===== src/rtl/bus_timer_pkg.sv =====
// Shared constants for the memory-mapped bus timer: register indices, CTRL bit positions,
// window size and the byte-lane merge helper.
package bus_timer_pkg;

  localparam int unsigned TimerWinBits = 5;

  // Register index = addr[4:2]
  localparam logic [2:0] TimerCtrlOff   = 3'd0;
  localparam logic [2:0] TimerCountOff  = 3'd1;
  localparam logic [2:0] TimerCmpOff    = 3'd2;
  localparam logic [2:0] TimerStatusOff = 3'd3;
  localparam logic [2:0] TimerPrescOff  = 3'd4;

  localparam int unsigned CtrlEnBit    = 0;
  localparam int unsigned CtrlAutoBit  = 1;
  localparam int unsigned CtrlIrqEnBit = 2;

  function automatic logic [31:0] lane_merge(input logic [31:0] old_val,
                                             input logic [31:0] wdata,
                                             input logic [3:0]  sel);
    logic [31:0] res;
    for (int i = 0; i < 4; i++) begin
      res[8*i +: 8] = sel[i] ? wdata[8*i +: 8] : old_val[8*i +: 8];
    end
    return res;
  endfunction

endpackage


===== src/rtl/bus_timer_prescaler.sv =====
// Prescale counter for the bus timer: tick when the count equals presc, then restart.
// Held at zero while the timer is disabled or when presc is rewritten.
module bus_timer_prescaler (
  input  logic        clk,
  input  logic        rst,
  input  logic        en,
  input  logic        clr,
  input  logic [15:0] presc,
  output logic        tick
);

  logic [15:0] r_pc;

  assign tick = (r_pc == presc);

  always_ff @(posedge clk) begin
    if (!rst || !en || clr) begin
      r_pc <= '0;
    end else if (tick) begin
      r_pc <= '0;
    end else begin
      r_pc <= r_pc + 16'd1;
    end
  end

endmodule


===== src/rtl/bus_timer.sv =====
// Memory-mapped 32-bit timer with compare match, sticky status and level IRQ.
// Optional prescaler is built only when TIMER_PRESCALE_EN is defined.
module bus_timer
  import bus_timer_pkg::*;
#(
  parameter logic [31:0] BASE_ADDR = 32'h1000_0000
) (
  input  logic        clk,
  input  logic        rst,
  input  logic        ce,
  input  logic        we,
  input  logic [31:0] addr,
  input  logic [3:0]  sel,
  input  logic [31:0] data_i,
  output logic [31:0] data_o,
  output logic        irq_o
);

  logic [2:0]  r_ctrl;
  logic [31:0] r_count;
  logic [31:0] r_cmp;
  logic        r_match;

  logic        w_hit;
  logic        w_wr;
  logic [2:0]  w_idx;
  logic        w_ptick;
  logic        w_tick;
  logic        w_cmp_eq;
  logic        w_match_set;
  logic        w_match_clr;
  logic [31:0] w_count_d;
  logic        w_unused;

  assign w_unused    = ^addr[1:0];
  assign w_hit       = ce & (addr[31:TimerWinBits] == BASE_ADDR[31:TimerWinBits]);
  assign w_wr        = w_hit & we;
  assign w_idx       = addr[4:2];
  assign w_tick      = r_ctrl[CtrlEnBit] & w_ptick;
  assign w_cmp_eq    = (r_count == r_cmp);
  assign w_match_set = w_tick & w_cmp_eq;
  assign w_match_clr = w_wr & (w_idx == TimerStatusOff) & sel[0] & data_i[0];
  assign irq_o       = r_match & r_ctrl[CtrlIrqEnBit];

`ifdef TIMER_PRESCALE_EN
  logic [15:0] r_presc;
  logic        w_presc_wr;

  assign w_presc_wr = w_wr & (w_idx == TimerPrescOff);

  bus_timer_prescaler u_prescaler (
    .clk   (clk),
    .rst   (rst),
    .en    (r_ctrl[CtrlEnBit]),
    .clr   (w_presc_wr),
    .presc (r_presc),
    .tick  (w_ptick)
  );

  always_ff @(posedge clk) begin
    if (!rst) begin
      r_presc <= '0;
    end else if (w_presc_wr) begin
      if (sel[0]) r_presc[7:0]  <= data_i[7:0];
      if (sel[1]) r_presc[15:8] <= data_i[15:8];
    end
  end
`else
  assign w_ptick = 1'b1;
`endif

  // A CPU write to COUNT wins over the tick update in the same cycle.
  always_comb begin
    w_count_d = r_count;
    if (w_wr && (w_idx == TimerCountOff)) begin
      w_count_d = lane_merge(r_count, data_i, sel);
    end else if (w_tick) begin
      w_count_d = (w_cmp_eq && r_ctrl[CtrlAutoBit]) ? 32'd0 : r_count + 32'd1;
    end
  end

  always_ff @(posedge clk) begin
    if (!rst) begin
      r_ctrl  <= '0;
      r_count <= '0;
      r_cmp   <= '0;
      r_match <= 1'b0;
    end else begin
      if (w_wr && (w_idx == TimerCtrlOff) && sel[0]) begin
        r_ctrl <= data_i[2:0];
      end
      if (w_wr && (w_idx == TimerCmpOff)) begin
        r_cmp <= lane_merge(r_cmp, data_i, sel);
      end
      r_count <= w_count_d;
      r_match <= w_match_set | (r_match & ~w_match_clr);
    end
  end

  always_comb begin
    data_o = '0;
    if (w_hit && !we) begin
      case (w_idx)
        TimerCtrlOff:   data_o = {29'd0, r_ctrl};
        TimerCountOff:  data_o = r_count;
        TimerCmpOff:    data_o = r_cmp;
        TimerStatusOff: data_o = {31'd0, r_match};
`ifdef TIMER_PRESCALE_EN
        TimerPrescOff:  data_o = {16'd0, r_presc};
`endif
        default:        data_o = '0;
      endcase
    end
  end

endmodule


===== config.mk =====
export PLATFORM = sky130hd
export DESIGN_NAME = bus_timer
export DESIGN_NICKNAME = d
export VERILOG_FILES = /design/src/rtl/bus_timer_pkg.sv /design/src/rtl/bus_timer_prescaler.sv /design/src/rtl/bus_timer.sv
export SDC_FILE = /design/constraint.sdc
export NUM_CORES = 1
export LEC_CHECK = 0
export CAP_MARGIN = 5
export CORE_MARGIN = 4
export CORE_UTILIZATION = 50
export CTS_CLUSTER_DIAMETER = 80
export DETAILED_ROUTE_END_ITERATION = 8
export PLACE_DENSITY = 0.79
export SLEW_MARGIN = 0
export SYNTH_ARGS = -nofsm -noshare
export SYNTH_HDL_FRONTEND = slang
export SYNTH_SLANG_ARGS = --single-unit

===== constraint.sdc =====
create_clock -name clk -period 2.4 [get_ports clk]
set_input_delay 0.36 -clock clk [delete_from_list [all_inputs] [get_ports clk]]
set_output_delay 0.36 -clock clk [all_outputs]
set_load 0.01 [all_outputs]

# Word-level counts from Yosys, hierarchy flattened
# Index checks and enable logic that the tools add are counted.
# classes
addsub,1
eq_ne,9
n_mux,9
bitwise,10
n_reduce_logical,17
# ops
operator,count
two-way mux 32 bit,4
case mux 32 bit (4 select lines),1
adder 32 x 1 -> 32 bit (second input constant),1
equality test 32 bit,1
two-way mux 8 bit,4
equality test 27 x 24 -> 1 bit (second input constant),1
AND reduction 2 bit,8
AND 1 bit,8
inequality test 2 bit (second input constant),4
equality test 3 x 2 -> 1 bit (second input constant),2
logical AND 1 bit,6
equality test 3 x 1 -> 1 bit (second input constant),1
zero test 3 bit,1
nonzero test 2 bit,1
zero test 1 bit,1
inverter 1 bit,1
bitwise OR 1 bit,1
# word_totals
register_bits,68
inputBits,72
out_inout_bits,33
wordCells,56

# Longest topological paths before layout
# Gate-level depths: netlist of the first run.
# logic_depth
depth_word,9
depth_mapped,8
depth_no_buf,7

# Worst setup path before layout of the first run
# OpenSTA, ideal clock, no wires.
# synth_timing
path_kind,input port to flip-flop
startpoint,in addr[21]
endpoint,reg r_count[28]
setup_time_ns,0.136
arrival_time_ns,1.970
t_required_ns,2.264
path_slack_ns,0.295
cell_stages,7
n_path_buf,1
cell_sequence,or4_1 > nor4_4 > a21oi_2 > buf_6 > a32o_1 > a41oi_1 > o211ai_1
# synth_via
elab_chain_len,6
elab_cells_between_ends,8
classes_between,eq/ne (2); mux (1); bitwise (2); reduce/logical (3)
# synth_rtl
element,line_no,source
from (decl),bus_timer.sv:12,"input logic [31:0] addr,"
equality test 27 x 24 -> 1 bit (*),bus_timer.sv:36,assign w_hit = ce & (addr[31:TimerWinBits] == BASE_ADDR[31:TimerWinBits]);
AND 1 bit (*),bus_timer.sv:36,
AND 1 bit (*),bus_timer.sv:37,assign w_wr = w_hit & we;
logical AND 1 bit (*),bus_timer.sv:75,if (w_wr && (w_idx == TimerCountOff)) begin
inequality test 2 bit (no source line) or nonzero test 2 bit (tied branches),n/a,
AND reduction 2 bit (no source line),n/a,
to (signal assigned),bus_timer.sv:95,r_count <= w_count_d;
to (decl),bus_timer.sv:20,logic [31:0] r_count;
# Mark *: on every way between the ends. The rest lies on a longest branch, timed or not.
# A chain may end at the register's enable or synchronous reset.

# Worst setup path after layout of the first run
# layout_timing
startpoint,in addr[30]
endpoint,out data_o[26]
# layout_via
elab_chain_len,4
# layout_rtl
element,line_no,source
equality test 27 x 24 -> 1 bit,bus_timer.sv:36,
AND 1 bit,bus_timer.sv:36,
logical AND 1 bit,bus_timer.sv:102,if (w_hit && !we) begin
two-way mux 32 bit,bus_timer.sv:102,
to (decl),bus_timer.sv:15,"output logic [31:0] data_o,"
# No other way between the ends.

==> impl_metrics.ini, run 1 <==
[run_status]
status = finished clean

[synthesis]
yosysTopAreaCell = dfxtp_1
synth_seq_cells = 68
yosysWarnings = 0
syn_area_um2 = 4720
synth_top_cell_area_share = 0.288
synth_edf_count = 0
synth_cell_types = 61
synthTopCellsByArea = dfxtp_1 (29%), mux2i_1 (7.8%), nor2_1 (7.5%)
syn_area_per_cell_um2 = 7.72
synth_nets = 685
async_flop_share = 0
synth-main-ff-cell = dfxtp_1
synthesis.instances = 612
ys_seq_area_frac = 0.288

[final_layout]
multiInputGateArea_um2 = 3280
regArea_um2 = 1360
layout_common_cells = nor2_1 (84), buf_4 (81), dfxtp_1 (68), clkdlybuf4s50_1 (50), xnor2_1 (39)
fillers = 677
fin_cells = 877
drive_gt1_frac = 0.251
antennaDiodeCount = 0
fin_util = 0.740
area.growth.synth_to_final_pct = 44.1
mostFrequentLayoutCell = nor2_1
nets = 835

[power]
pwr-share-comb = 0.102
cellPowerDensity_nw_per_um2 = 365
p_clk_frac = 0.445
peakVddDrop_mv = 0.226
p_sw_uw = 592
switching_share = 0.238
leakage_nw = 2.84
seq_power_share = 0.453
power.internal_mw = 1.90

[grt]
grt_first_pass_wirelength_um = 28000
antenna_found_initial = 0
grt_usage = 0.311
first_global_vias = 5676
gr-total-overflow = 0
grt_max_degree = 30

[timing]
fin_tns_setup_ns = 0
max-slew-margin-rel = 0.655
finalCritPeriodShare = 0.995
worst_pin_slew_ns = 0.512
layout_min_cycle_time_ns = 2.39
slew_violations = 0
rsz0062_at_grt = true
fmax_mhz = 419
hold_violations = 0
clock_skew_ns = 0.00988
setup_viol = 0

[routing]
wl_per_cell_um = 21.2
met3_length_um = 1990
drt_wl_total_um = 18600
drc = 0
first_pass_iters = 6
wl_met2_um = 8840
topRoutingLayerUsed = met4
dr_total_vias = 5777
viasPerCell = 6.59
antenna_left = 0
m1WireLength_um = 7090
drt_iter0_drc = 626

[place]
port_buffers = 102
dp_hpwl_um = 12700
gp_congestion = 0.945
dp_cells = 852

[setup_path]
crit_start = addr[30]
cp.arrival_ns = 2.03
reg2reg_from = r_count[27]
required_ns = 2.04
crit_fanout = 13
cp-end-kind = output pin
critPathLaunchType = primary input
worstSetupPathType = in2out

[floorplan]
coreArea_um2 = 9200
fp.dieW_um = 105
start_util = 0.514
placementRows = 35
die-area_um2 = 11100
die_h_um = 105
boundaryPins = 105

[cts]
cts_max_level = 3
tritoncts = built
cts-hold-fix-buffers = 0
cts_made_buffers = 9
cts-root-buf = clkbuf_8
insertion_delay_ns = 0.35
cts_sinks = 68
clkTransAtPathRegs_ns = 0.07
clockBufferDepth = 2

[min_path]
min-delay-start = r_count[3]
min_path_type = reg2reg

[run]
max-cap-violations = 0
-- sequential cells by signal, summed over array words and instances, names as in the netlist --
signal	cells
r_cmp	32
r_count	32
r_ctrl	3
r_match	1
-- metrics by stage --
step	instance area, um^2	power [mW]	setup slack, ns	hold slack, ns
floorplan	4720	1.21	0.295	0.474
global placement	6340	1.38	-0.385	0.501
detailed placement	6340	1.39	-0.495	0.514
CTS	6720	2.47	-0.0143	0.528
global route	6810	2.54	-0.0866	0.576
finish	6810	2.49	0.0115	0.545
-- cell usage after synthesis, types with 3 or more instances --
cell	instances
nor2_1	95
dfxtp_1	68
clkbuf_1	43
nand2_1	39
xnor2_1	39
mux2i_1	37
a22oi_1	32
nand4_1	29
o21ai_0	23
nand3_1	18
a31oi_1	16
inv_1	16
a21oi_1	11
and3_1	11
buf_2	11
nor3_1	8
nor4_1	7
a211oi_1	6
and4_1	6
a32oi_1	5
o21ai_1	5
o221ai_1	5
a221oi_1	4
a41oi_1	4
and2_1	4
nand2_2	4
o211ai_1	4
o32ai_1	4
a21o_1	3
nor2b_1	3
nor3_2	3
nor4_2	3
o2111ai_1	3
o22ai_1	3
o311a_1	3
-- worst paths after layout --
kind | to | slack (ns) | depth (start not counted)
min reg2reg | r_count[3] | 0.55 | 2
max | data_o[26] | 0.01 | 8
max reg2reg | r_count[21] | 0.16 | 7
min | r_count[3] | 0.55 | 2
-- power groups by stage --
stage                     logic [mW]  clock network [mW]  registers [mW]
after floorplan               0.0603                   0            1.15
after global placement         0.227                   0            1.15
after detailed placement       0.233                   0            1.15
after CTS                      0.238                1.11            1.13
after global routing           0.265                1.15            1.13
final                          0.253                1.11            1.13
-- cell families after synthesis --
group,count (synthesis),synth area share
simple gates,245,0.268
compound gates,147,0.224
buf+inv,73,0.0633
flops,68,0.288
xor+xnor,41,0.0760
mux,37,0.0784
fa+ha+maj,1,0.00265
-- layer usage --
metal | track usage | up-vias
met5 | 0 | -
met4 | 0.118 | 0
met3 | 0.0630 | 74
met2 | 0.509 | 452
met1 | 0.400 | 2682
li1 | - | 2569
-- repair_timing --
item,4_1_cts,5_1_grt
setup buffers,11,3
gates cloned,1,2
pin swaps,9,18
endpoints found under the setup margin,32,89
gates resized for setup,117,79
-- critical path, cell delays in order --
cell	delay, ns
clkdlybuf4s50_1	0.46
nor4b_4	0.34
nand3_2	0.16
nor2_4	0.15
nand2_4	0.12
buf_12	0.18
nor2_2	0.11
buf_2	0.15
-- layout make-up --
type | count | area share
multi-input combinational | 471 | 0.482
timing repair buffer | 195 | 0.255
sequential | 68 | 0.200
clock buffer | 11 | 0.0222
tap | 111 | 0.0204
clock inverter | 4 | 0.0107
inverter | 17 | 0.00937
Note: power is estimated with default switching activity, not from simulation.
==> run 2: changes to the inputs <==
--- a/config.mk
+++ b/config.mk
@@ -9,8 +9,10 @@
 export CORE_MARGIN = 4
 export CORE_UTILIZATION = 50
 export CTS_CLUSTER_DIAMETER = 80
+export CTS_CLUSTER_SIZE = 30
 export DETAILED_ROUTE_END_ITERATION = 8
 export PLACE_DENSITY = 0.79
+export SETUP_SLACK_MARGIN = 0.4
 export SLEW_MARGIN = 0
 export SYNTH_ARGS = -nofsm -noshare
 export SYNTH_HDL_FRONTEND = slang
==> run 2 against run 1 <==
The run now ends with setup timing left. Critical path depth grew 11. Clock-buffer cell count is the same. Hold slack gained 0.0017 ns. Sequential share of layout area shrank 2.2 points. Final area grew 14%.
==> impl_metrics.ini, run 2 (synthesized netlist as in run 1, its figures left out) <==
[timing]
rsz0062_at_grt = true
hold_violations = 0
worst_slack_ns = -0.0728
max-slew-margin-rel = 0.503
slew_violations = 0
finalCritPeriodShare = 1.03
clock_skew_ns = 0.0124
setup_viol = 3
layout_min_cycle_time_ns = 2.47
fmax_mhz = 404
worst_pin_slew_ns = 0.743

[place]
port_buffers = 102
dp_hpwl_um = 12600
placed_area_um2 = 6340
place_ws_ns = -0.523
gp_congestion = 0.929
dp_cells = 843

[grt]
grt_max_degree = 35
grt_usage = 0.376
antenna_found_initial = 0
gr-total-overflow = 0
first_global_vias = 6054
grt_first_pass_wirelength_um = 33100

[cts]
cts_max_level = 3
cts-hold-fix-buffers = 0
cts_sinks = 68
insertion_delay_ns = 0.37
cts_made_buffers = 9
clockBufferDepth = 2
clkTransAtPathRegs_ns = 0.08
cts-root-buf = clkbuf_8
tritoncts = built

[power]
cellPowerDensity_nw_per_um2 = 315
peakVddDrop_mv = 0.251
leakage_nw = 3.10
finalPower_mw = 2.43

[floorplan]
die-area_um2 = 11100
coreArea_um2 = 9200
start_util = 0.514
boundaryPins = 105
die_h_um = 105
placementRows = 35
fp.dieW_um = 105

[final_layout]
fin_cells = 918
fin_util = 0.841
fillers = 515
drive_gt1_frac = 0.395
mostFrequentLayoutCell = nor2_1
regArea_um2 = 1370
layout_common_cells = nor2_1 (87), buf_4 (69), dfxtp_1 (60), buf_6 (58), buf_2 (43)
nets = 875
finish.instance_area_um2 = 7730
largestRegisters = r_cmp: 32 flops, r_count: 32 flops, r_ctrl: 3 flops
antennaDiodeCount = 0
area.growth.synth_to_final_pct = 63.7
multiInputGateArea_um2 = 3740

[run]
max-cap-violations = 0

[setup_path]
rr_worst_depth = 7
cp.arrival_ns = 2.71
regToRegEndpoint = r_count[2]
worstSetupPathType = in2reg
max_stage_delay_ns = 0.28
cp-end-kind = flip-flop
slowest_stage = nor4_4
crit_start = addr[18]
crit_fanout = 5
path_cells = buf_2, nor4_4, nand4_1, nor2_2, buf_4, buf_6, buf_6, buf_6, buf_6, buf_6, buf_6, buf_6, buf_6, buf_6, buf_6, nand2_8, buf_12, a32oi_2, o32ai_2
critPathLaunchType = primary input
reg2reg_from = r_count[13]
cpLargestDelayFamily = buffers and inverters
required_ns = 2.64
rrSetupSlack_ns = 0.02
cpMostUsedCell = buf_6
path_buf_inv = 13

[routing]
topRoutingLayerUsed = met4
wl_met2_um = 10700
m1WireLength_um = 7980
wl_per_cell_um = 25.3
met3_length_um = 3010
drt_iter0_drc = 833
dr_total_vias = 6445
drc = 0
viasPerCell = 7.02
drt_wl_total_um = 23200
antenna_left = 0
first_pass_iters = 8

[min_path]
min_path_type = reg2reg
min-delay-start = r_count[6]
worstHoldEndpoint = r_count[6]
holdPathStages = 2

[run_status]
status = finished with violations
violations = setup timing
[run 2: cell count changes in the layout (fill, tap and decap cells not counted), moves of 6 or more]
cell | before | now
buf_2 | 31 | 43
buf_6 | 3 | 58
a31oi_4 | 1 | 7
o21ai_2 | 0 | 8
o21ai_0 | 22 | 9
buf_4 | 81 | 69
dfxtp_1 | 68 | 60
dlymetal6s2s_1 | 16 | 0
dfxtp_2 | 0 | 7
clkdlybuf4s50_1 | 50 | 39
[run 2: tightest hold or removal path: cells and delay by family (launching register included)]
kind             cells  cell delay [ns]
AND/OR/NAND/NOR      1             0.07
AO/OA/AOI/OAI        1             0.07
flip-flops           1             0.37
[run 2: routing by layer]
| layer | vias up | GRT usage |
|---|---|---|
| li1 | 2662 | - |
| met5 | - | 0 |
| met1 | 2971 | 0.458 |
| met2 | 630 | 0.613 |
| met3 | 182 | 0.0828 |
| met4 | 0 | 0.204 |
[run 2: how the worst max path moves through the flow]
stage | to | depth (start not counted) | slack [ns]
floorplan | r_count[28] | 7 | 0.29
global placement | data_o[18] | 8 | -0.37
detailed placement | data_o[0] | 8 | -0.52
CTS | r_count[3] | 19 | 0.17
global route | r_count[3] | 19 | -0.17
finish | r_count[3] | 19 | -0.07
[run 2: power breakdown]
group	internal [mW]	switching, mW	total, mW
Combinational	0.153	0.162	0.315
Sequential	1.13	0.0000000180	1.13
Clock	0.476	0.517	0.994
[run 2: stage by stage]
stage | setup TNS [ns] | hold slack [ns]
global placement | -21.14 | 0.515
global route | -0.991 | 0.545
finish | -0.162 | 0.547
floorplan | 0 | 0.474
detailed placement | -28.80 | 0.527
CTS | 0 | 0.531
[run 2: layout make-up]
class                           count  share of cell area
Sequential cell                    68               0.178
Inverter                           17             0.00825
Timing Repair Buffer              234               0.289
Tap cell                          111              0.0180
Multi-Input combinational cell    472               0.484
Clock buffer                       11              0.0170
Clock inverter                      5             0.00680
[run 2: repair_timing]
action,CTS,global route
gates cloned,5,4
pin swaps,62,34
endpoints found under the setup margin,96,100
setup buffers,42,8
gates resized for setup,356,87
